## config.mk

```make
export PLATFORM = sky130hd
export DESIGN_NAME = ram_port_arbiter
export DESIGN_NICKNAME = d
export VERILOG_FILES = /design/src/rtl/ram_port_arbiter_pkg.sv /design/src/rtl/ram_port_arbiter_rr_arb2.sv /design/src/rtl/ram_port_arbiter.sv
export SDC_FILE = /design/constraint.sdc
export NUM_CORES = 1
export LEC_CHECK = 0
export BUFFER_PORTS_ARGS = -buffer_cell sky130_fd_sc_hd__buf_2
export CAP_MARGIN = 20
export CORE_MARGIN = 2
export CORE_UTILIZATION = 32
export DETAILED_ROUTE_END_ITERATION = 10
export PLACE_DENSITY_LB_ADDON = 0.2
export SLEW_MARGIN = 10
export SYNTH_ARGS = -nofsm -noshare
export SYNTH_HDL_FRONTEND = slang
export SYNTH_SLANG_ARGS = --single-unit
export TNS_END_PERCENT = 1
```

## constraint.sdc

```tcl
create_clock -name clk -period 1.5 [get_ports clk]
set_input_delay 0.225 -clock clk [delete_from_list [all_inputs] [get_ports clk]]
set_output_delay 0.225 -clock clk [all_outputs]
set_load 0.005 [all_outputs]
```

## src/rtl/ram_port_arbiter_pkg.sv

```systemverilog
// rtl/ram_port_arbiter_pkg.sv - shared constants and helpers for the RAM port arbiter
//
// Purpose : default RAM geometry, owner encoding for the two requesters,
//           the response tag record and the two-way round-robin pick rule.
// Ports   : none (package).
package ram_port_arbiter_pkg;

  localparam int DEF_ADDR_W = 6;
  localparam int DEF_DATA_W = 8;

  // Owner encoding; also used as the bit index into 2-bit request vectors.
  localparam logic OWN_A = 1'b0;
  localparam logic OWN_B = 1'b1;

  // Registered record of a read grant, used to steer the returning data.
  typedef struct packed {
    logic vld;
    logic own;
  } rsp_tag_t;

  // Winner of a two-way round robin. The result is meaningful only when
  // req is nonzero; on contention the requester that did not win last goes.
  function automatic logic rr_pick(input logic [1:0] req, input logic last);
    logic pick;
    if (req == 2'b11) begin
      pick = ~last;
    end else if (req[OWN_B]) begin
      pick = OWN_B;
    end else begin
      pick = OWN_A;
    end
    return pick;
  endfunction

endpackage

```

## src/rtl/ram_port_arbiter_rr_arb2.sv

```systemverilog
// rtl/ram_port_arbiter_rr_arb2.sv - two-input round-robin picker with last-granted register
//
// Purpose : picks one of two requesters each cycle; the pick is exposed
//           before gating so the caller can inspect the candidate (e.g. for
//           a hazard check) and then veto the grant through en_i.
// Ports   : clk, rst         - clock, synchronous active-high reset
//           req_i[1:0]       - request per owner (index = owner code)
//           en_i             - allow a grant this cycle
//           pick_vld_o       - at least one request present
//           pick_o           - candidate owner (valid with pick_vld_o)
//           gnt_o[1:0]       - one-hot grant, zero when en_i is low
module ram_port_arbiter_rr_arb2
  import ram_port_arbiter_pkg::*;
(
  input  logic       clk,
  input  logic       rst,
  input  logic [1:0] req_i,
  input  logic       en_i,
  output logic       pick_vld_o,
  output logic       pick_o,
  output logic [1:0] gnt_o
);

  logic last_q;
  logic last_d;

  always_comb begin
    pick_vld_o = |req_i;
    pick_o     = rr_pick(req_i, last_q);
    gnt_o      = 2'b00;
    last_d     = last_q;
    // The pointer only moves on an actual grant, so a vetoed candidate
    // keeps its turn for the retry.
    if (en_i && pick_vld_o) begin
      gnt_o[pick_o] = 1'b1;
      last_d        = pick_o;
    end
  end

  always_ff @(posedge clk) begin
    if (rst) begin
      last_q <= OWN_B;  // A wins the first contention after reset
    end else begin
      last_q <= last_d;
    end
  end

endmodule

```

## src/rtl/ram_port_arbiter.sv

```systemverilog
// rtl/ram_port_arbiter.sv - shares a 64x8 dual-port RAM between requesters A and B
//
// Purpose : routes writes to the RAM write port and reads to the RAM read
//           port, round-robin on each port, stalls a read whose address
//           matches the write granted in the same cycle, and returns read
//           data to its owner one cycle after the grant.
// Ports   : clk, rst                              - clock, sync active-high reset
//           a_req/a_wr/a_addr/a_wdata             - requester A operation
//           a_gnt                                 - A accepted (combinational)
//           a_rvalid/a_rdata                      - A read response
//           b_*                                   - same set for requester B
//           ram_we_en/ram_we_addr/ram_din         - RAM write port
//           ram_rd_en/ram_re_addr                 - RAM read port
//           ram_dout                              - RAM read data (1-cycle latency)
module ram_port_arbiter
  import ram_port_arbiter_pkg::*;
#(
  parameter int ADDR_W = DEF_ADDR_W,
  parameter int DATA_W = DEF_DATA_W
) (
  input  logic              clk,
  input  logic              rst,

  input  logic              a_req,
  input  logic              a_wr,
  input  logic [ADDR_W-1:0] a_addr,
  input  logic [DATA_W-1:0] a_wdata,
  output logic              a_gnt,
  output logic              a_rvalid,
  output logic [DATA_W-1:0] a_rdata,

  input  logic              b_req,
  input  logic              b_wr,
  input  logic [ADDR_W-1:0] b_addr,
  input  logic [DATA_W-1:0] b_wdata,
  output logic              b_gnt,
  output logic              b_rvalid,
  output logic [DATA_W-1:0] b_rdata,

  output logic              ram_we_en,
  output logic [ADDR_W-1:0] ram_we_addr,
  output logic [DATA_W-1:0] ram_din,
  output logic              ram_rd_en,
  output logic [ADDR_W-1:0] ram_re_addr,
  input  logic [DATA_W-1:0] ram_dout
);

  logic [1:0] wr_req;
  logic [1:0] rd_req;
  logic       wr_pick_vld;
  logic       wr_pick;
  logic [1:0] wr_gnt;
  logic       rd_pick_vld;
  logic       rd_pick;
  logic [1:0] rd_gnt;
  logic       rd_en;
  logic       hazard;

  rsp_tag_t   tag_q;
  rsp_tag_t   tag_d;

  // Request classes, indexed by owner code.
  always_comb begin
    wr_req        = 2'b00;
    rd_req        = 2'b00;
    wr_req[OWN_A] = a_req & a_wr;
    wr_req[OWN_B] = b_req & b_wr;
    rd_req[OWN_A] = a_req & ~a_wr;
    rd_req[OWN_B] = b_req & ~b_wr;
  end

  ram_port_arbiter_rr_arb2 u_wr_rr_arb2 (
    .clk        (clk),
    .rst        (rst),
    .req_i      (wr_req),
    .en_i       (~rst),
    .pick_vld_o (wr_pick_vld),
    .pick_o     (wr_pick),
    .gnt_o      (wr_gnt)
  );

  ram_port_arbiter_rr_arb2 u_rd_rr_arb2 (
    .clk        (clk),
    .rst        (rst),
    .req_i      (rd_req),
    .en_i       (rd_en),
    .pick_vld_o (rd_pick_vld),
    .pick_o     (rd_pick),
    .gnt_o      (rd_gnt)
  );

  // Write port mux: the address/data follow the write candidate; they are
  // only meaningful while ram_we_en is high.
  always_comb begin
    ram_we_en   = |wr_gnt;
    ram_we_addr = (wr_pick == OWN_B) ? b_addr : a_addr;
    ram_din     = (wr_pick == OWN_B) ? b_wdata : a_wdata;
  end

  // Read port mux plus read-during-write hazard. The read candidate is
  // vetoed when it targets the address being written this cycle, so the
  // retry next cycle returns the freshly written value. The write side does
  // not depend on the read side, so there is no combinational loop.
  always_comb begin
    ram_re_addr = (rd_pick == OWN_B) ? b_addr : a_addr;
    hazard      = ram_we_en & rd_pick_vld & (ram_re_addr == ram_we_addr);
    rd_en       = ~rst & ~hazard;
    ram_rd_en   = |rd_gnt;
  end

  // A requester has only one pending op, so at most one of these is set.
  always_comb begin
    a_gnt = wr_gnt[OWN_A] | rd_gnt[OWN_A];
    b_gnt = wr_gnt[OWN_B] | rd_gnt[OWN_B];
  end

  // Response tag: remembers who owns the read the RAM is serving.
  always_comb begin
    tag_d.vld = ram_rd_en;
    tag_d.own = rd_pick;
  end

  always_ff @(posedge clk) begin
    if (rst) begin
      tag_q <= '0;
    end else begin
      tag_q <= tag_d;
    end
  end

  // Steering of returned data; the rst term suppresses a response that was
  // in flight when reset arrived.
  always_comb begin
    a_rvalid = tag_q.vld & (tag_q.own == OWN_A) & ~rst;
    b_rvalid = tag_q.vld & (tag_q.own == OWN_B) & ~rst;
    a_rdata  = a_rvalid ? ram_dout : '0;
    b_rdata  = b_rvalid ? ram_dout : '0;
  end

endmodule
```

==> impl_results.md, run 1 <==
* Worst vdd ir at a little under 400 uV
* Failing checks: negative setup slack
* EDFF count, synth at 0
* GRT Total Usage at 20.3%
* Clock Sinks at 4
* Pre-CTS setup slack at -0.139 ns
* Status: complete, but fails checks
* Asr flop ratio synth at 0%
* Area of the multi-input gates at about 610 um^2
* Layout cells sized above 1 at a little under three fifths
* Crit-path max FO at 4
* CTS tree: built
* Hold WC Path Type: input port to flip-flop
* CP Class: input port to primary output
* Number of max-cap violations at 0
* Final-report setup violation count at 8
* CTS H-tree lvls at 1
* Sequential share of the synthesized area at 11.6%
* Initial Util at between 30% and 40%
* Net switching power at ~200 uW
* Fin cells at between 200 and 250
* Min Tclk post-route at ~1.6 ns
* PnR worst setup slack at -0.102 ns
* Final period util at 107%
* # fillers at around 190
* Chip width at around 50 um
* Synth Flop Type: dfxtp_1
* DR vias/cell at 4.80
* Syn_nets at roughly 160
* Die Span Y at between 50 and 60 um
* TritonCTS buffer count at 3
* Worst Max-Slew Pin Slew at about 0.25 ns
* DRC viols at 0
* Mapped Cells at around 110
* GRT overflow at 0
* Cell count after placement at between 200 and 250
* Hold worst-path end: tag_q[1]
* P_leak at approximately 0.0008 uW
* Largest net degree at the start of global routing at 11
* Commonest non-fill, non-tap cell in the layout: buf_2
* Hold Path Depth at 2
* Initial antenna violation count at 0
* Internal power at 388 uW
* PD cells at roughly 440 nW/um^2
* DRT Wirelength at roughly 2600 um
* CP endpoint kind: primary output
* Die Footprint at 2550 um^2
* RePlAce Congestion at about 0.85
* Final hold viol count at 0
* CP required at around 1.3 ns
* Startpoint types: input port
* Final Net Count at roughly 260
* Hold Path Origin: rst
* Cts hold-fix bufs at 0
* Clk buf depth at 2
* Vias after detailed routing at around 1100
* Antenna viol nets, final at 0
* IO Pins at between 80 and 90
* Worst reg2reg path startpoint: u_rd_rr_arb2.last_q
* Beginning of the critical path: b_addr[1]
* R2R Setup Slk at ~0.46 ns
* Core area at ~2000 um^2
* Fmax at 624 MHz
* Diode count at 0
* R2R cell count at 3
* Seq. cell area at between 80 and 90 um^2
* Port-buffer cells at 83
* Slew HR at between 80% and 90%
* Combinational share of power at between 50% and 60%
* Ys Warns at 0
* Post-synthesis register bit count at 4
* R2r endpoint: u_rd_rr_arb2.last_q
* Fin Clk Skew at around 0.0039 ns
* Count of cell types in the netlist at 30
* Clock power frac at a little under a quarter
* Avg Inst Size Synth at between 6 and 7 um^2
* Max Slew Vio Count at 0
* Initial DRT Pass Iterations at 4
* DRT iter0 DRCs at 22
* WL/cell at roughly 11 um
* Layout area overhead at 93.1%
* Post-DP HPWL at around 2100 um
* Syn Std Cell Area at just under 700 um^2
* CP Data Arrival Time at about 1.4 ns
* RSZ-0062 raised after global routing: true
* Most frequent cells in the layout: 81 x buf_2, 43 x nand2_1, 16 x and2_1, 16 x buf_4, 5 x mux2_2
* # rows at 16
* Clock Tree Root: clkbuf_4
* Global-route wire length before repair at 4140 um
* Vias in the first global route at between 1000 and 1500
* Switching Share at 33.8%
* Seq pwr share at approximately a fifth
* Reg clk slew, reported paths at approximately 0.04 ns
* Clk_lat worst skew at about 0.24 ns
routing by layer:
metal | routed length (um) | GRT usage (%)
met5 | 0 | 0
met4 | 28 | 4.50
met3 | 218 | 5.65
met2 | 1370 | 37.7
met1 | 987 | 22.7
area by class of cell:
class                           instances  area share [%]
Multi-Input combinational cell        101            45.7
Inverter                                3            1.22
Sequential cell                         4            6.10
Tap cell                               27            2.53
Timing Repair Buffer                  101            42.8
Clock buffer                            3            1.69
synth_stat cells (2+ instances only):
master | instances | area [um^2]
xor2_1 | 2 | 17.5
nand3_1 | 3 | 15.0
clkbuf_1 | 3 | 11.3
mux2_2 | 5 | 56.3
a21oi_1 | 5 | 25.0
nand2_1 | 46 | 173
xnor2_1 | 3 | 26.3
and2_1 | 16 | 100
a21o_1 | 2 | 15.0
dfxtp_1 | 4 | 80.1
inv_1 | 2 | 7.51
o21ai_0 | 4 | 20.0
worst max path at each step:
stage	end	slack [ns]	cells past startpoint
2_1_floorplan	a_gnt	0.14	5
3_3_place_gp	a_gnt	-0.12	7
3_5_place_dp	a_gnt	-0.14	7
4_1_cts	a_gnt	-0.11	7
5_1_grt	a_gnt	-0.19	7
6_report	a_gnt	-0.10	7
sequential cells by signal, indices dropped and copies added, names as in the netlist:
name,cells
u_rd_rr_arb2.last_q,1
u_wr_rr_arb2.last_q,1
tag_q,2
power by group through the flow:
stage	logic (uW)	clock network, uW	registers, uW
finish	332	134	121
floorplan	136	0	119
global route	367	150	121
CTS	323	138	120
detailed placement	309	0	121
global placement	301	0	120
worst max-delay path: stages:
cell and delay [ns]:
buf_6 0.09, and2b_4 0.26, a2bb2oi_2 0.13, a21bo_1 0.22, o21a_1 0.13, o31ai_2 0.18
buf_2 0.15
kinds of logic (layout without fill, tap and decap cells):
logic type,count (synthesis),count (layout),synth area share [%]
xor+xnor,5,5,6.34
compound gates,19,19,19.7
flops,4,4,11.6
mux,5,5,8.15
buf+inv,8,107,4.53
simple gates,72,72,49.6
metrics by stage:
stage	power, uW	utilization (%)	hold slack, ns	setup TNS [ns]	area (um^2)
floorplan	255	-	0.462	0	691
global placement	421	62.3	0.491	-0.255	1250
detailed placement	430	62.3	0.498	-0.400	1250
CTS	581	65.3	0.269	-0.256	1310
global route	638	66.6	0.325	-0.967	1330
finish	586	66.6	0.313	-0.271	1330
repair_timing:
action                                  4_1_cts  5_1_grt
endpoints found under the setup margin       16       19
gates resized for setup                       7        8
setup buffers                                 1        0
No activity file was read; power rests on OpenSTA's default activity.
==> inputs of run 2 (changes only) <==
--- a/config.mk
+++ b/config.mk
@@ -8,7 +8,7 @@
 export BUFFER_PORTS_ARGS = -buffer_cell sky130_fd_sc_hd__buf_2
 export CAP_MARGIN = 20
 export CORE_MARGIN = 2
-export CORE_UTILIZATION = 32
+export CORE_UTILIZATION = 29
 export DETAILED_ROUTE_END_ITERATION = 10
 export PLACE_DENSITY_LB_ADDON = 0.2
 export SLEW_MARGIN = 10
==> constraint.sdc (replaced) <==
create_clock -name clk -period 1.3 [get_ports clk]
set_input_delay 0.195 -clock clk [delete_from_list [all_inputs] [get_ports clk]]
set_output_delay 0.195 -clock clk [all_outputs]
set_load 0.005 [all_outputs]
==> run 2 against run 1 <==
Effect of this change: the flow still finishes with violations (negative setup slack); clock-buffer cell count is the same; combinational power grew 27%; worst setup slack lost 0.14 ns; non-clock buffer count grew 5; flip-flop and latch count is the same; critical endpoint unchanged; die area grew 9.5%; first-iteration DRC count shrank 55%; sequential share of layout area shrank 0.21 points.
==> impl_results.md, run 2 (same netlist as run 1, synthesis figures left out) <==
* Status: complete, but fails checks (unchanged)
* Failing checks: negative setup slack (unchanged)
* Initial Util at 30.9% (was 34.5%)
* Initial antenna violation count at 0 (unchanged)
* DR vias/cell at 4.62 (was 4.80)
* Top flop regs: tag_q: 2 flops, u_rd_rr_arb2.last_q: 1 flops, u_wr_rr_arb2.last_q: 1 flops (unchanged)
* R2R Setup Slk at 0.22 ns (was 0.46 ns)
* Max incr delay on CP at 0.26 ns (about the same)
* Fin cells at 245 (was 239)
* RePlAce Congestion at 0.855 (was 0.850)
* Cell count after placement at 241 (was 235)
* Worst vdd ir at 437 uV (was 387 uV)
* DP Area at 1290 um^2 (was 1250 um^2)
* Final hold viol count at 0 (unchanged)
* R2R cell count at 5 (was 3)
* CP max-delay cell: and2b_4 (unchanged)
* P_leak at 0.000866 uW (was 0.000811 uW)
* Top delay family on crit path: compound AO/OA/AOI/OAI gates (unchanged)
* Post-DP HPWL at 2190 um (was 2140 um)
* # rows at 17 (was 16)
* Worst Max-Slew Pin Slew at 0.237 ns (was 0.248 ns)
* DRC viols at 0 (unchanged)
* Post-layout util at 64.7% (was 66.6%)
* Reg clk slew, reported paths at 0.04 ns (about the same)
* Chip width at 52.8 um (was 50.5 um)
* Final Net Count at 261 (was 256)
* CP endpoint kind: primary output (unchanged)
* Hold worst-path end: tag_q[1] (unchanged)
* Slew HR at 84.1% (was 83.5%)
* Largest net degree at the start of global routing at 10 (was 11)
* Diode count at 0 (unchanged)
* Clock Sinks at 4 (unchanged)
* CTS tree: built (unchanged)
* Min Tclk post-route at 1.55 ns
* Post-route cell area at 1450 um^2 (was 1330 um^2)
* PnR worst setup slack at -0.246 ns (was -0.102 ns)
* GRT Total Usage at 19.5% (was 20.3%)
* Vias in the first global route at 1053 (was 1005)
* Initial DRT Pass Iterations at 3 (was 4)
* Core area at 2230 um^2 (was 2000 um^2)
* Register name with the most flops: tag_q (unchanged)
* Hold WC Path Type: input port to flip-flop (unchanged)
* CP Class: input port to primary output (unchanged)
* Die Footprint at 2790 um^2 (was 2550 um^2)
* Worst reg2reg path startpoint: u_wr_rr_arb2.last_q (was u_rd_rr_arb2.last_q)
* IO Pins at 84 (unchanged)
* Vias after detailed routing at 1133 (was 1147)
* Layout cells sized above 1 at 63.1% (was 57.1%)
* GRT overflow at 0 (unchanged)
* Clock Tree Root: clkbuf_4 (unchanged)
* Layout area overhead at 109% (was 93.1%)
* Worst path depth at 7 (unchanged)
* Global-route wire length before repair at 4120 um (was 4140 um)
* Number of max-cap violations at 0 (unchanged)
* PD cells at 493 nW/um^2 (was 440 nW/um^2)
* Crit-path max FO at 4 (unchanged)
* CP cell instances: buf_6 > and2b_4 > a2bb2oi_2 > a21bo_1 > o21a_1 > o31ai_2 > buf_2 (unchanged)
* Clk_lat worst skew at 0.23 ns (was 0.24 ns)
* Port-buffer cells at 83 (unchanged)
* Max Slew Vio Count at 0 (unchanged)
* RSZ-0062 raised after global routing: true (unchanged)
* Antenna viol nets, final at 0 (unchanged)
* Startpoint types: input port (unchanged)
* Hold Path Origin: rst (unchanged)
* WL/cell at 10.8 um (was 10.9 um)
* Most frequent cells in the layout: 76 x buf_2, 44 x nand2_1, 21 x buf_4 (was 81 x buf_2, 43 x nand2_1, 16 x and2_1, 16 x buf_4, 5 x mux2_2)
* DRT Wirelength at 2650 um (was 2600 um)
* Commonest non-fill, non-tap cell in the layout: buf_2 (unchanged)
* TritonCTS buffer count at 3 (unchanged)
* DRT iter0 DRCs at 10 (was 22)
* Hold Path Depth at 2 (unchanged)
* Die Span Y at 52.8 um (was 50.5 um)
* CP Data Arrival Time at 1.35 ns (was 1.38 ns)
* Max FFs per register at 2 (unchanged)
* R2r endpoint: u_rd_rr_arb2.last_q (unchanged)
* Clk buf depth at 2 (unchanged)
* CTS H-tree lvls at 1 (unchanged)
* WP buf/inv at 2 (unchanged)
* CP required at 1.11 ns (was 1.27 ns)
* Fin Clk Skew at 0.00623 ns (was 0.00389 ns)
* Fmax at approximately 650 MHz
* Final-report setup violation count at 28 (was 8)
* Final period util at 119%
-- run 2: area by class of cell --
cell class | instances | area, um^2
timing repair buffer | 106 | 639
multi-input combinational | 101 | 649
clock buffer | 3 | 22.5
inverter | 3 | 13.8
fill | 192 | 788
sequential | 4 | 85.1
tap | 28 | 35.0
-- run 2: power breakdown --
| part | switching [uW] | leakage [uW] | internal [uW] |
|---|---|---|---|
| sequential | 5.83 | 0.0000331 | 134 |
| combinational | 181 | 0.000819 | 240 |
| clock | 48.6 | 0.0000138 | 103 |
-- run 2: repair_timing --
item | CTS | global route
setup buffers | 0 | 1
resized for setup | 15 | 17
pin swaps | 0 | 12
endpoints found under the setup margin | 36 | 40
hold buffers | 0 | 0
-- run 2: stage by stage --
step | hold slack (ns) | setup slack [ns] | total power [uW] | TNS, ns
final | 0.267 | -0.246 | 712 | -2.31
after global routing | 0.265 | -0.308 | 784 | -4.96
after CTS | 0.259 | -0.257 | 690 | -2.59
after detailed placement | 0.484 | -0.333 | 513 | -2.48
after global placement | 0.476 | -0.301 | 503 | -2.15
after floorplan | 0.446 | -0.00391 | 294 | -0.00391
-- run 2: metal layers --
layer  track usage, %  routed length, um
met1             20.3               1000
met4             3.85                  0
met5                0                  0
met3             7.14                274
met2             36.9               1370
-- run 2: worst max-delay path by stage --
stage	from	to	slack (ns)
after CTS	b_addr[1]	a_gnt	-0.26
after floorplan	b_addr[1]	a_gnt	-0.004
final	b_addr[1]	a_gnt	-0.25
after global placement	b_addr[1]	a_gnt	-0.30
after global routing	b_addr[4]	b_gnt	-0.31
after detailed placement	a_addr[0]	b_gnt	-0.33
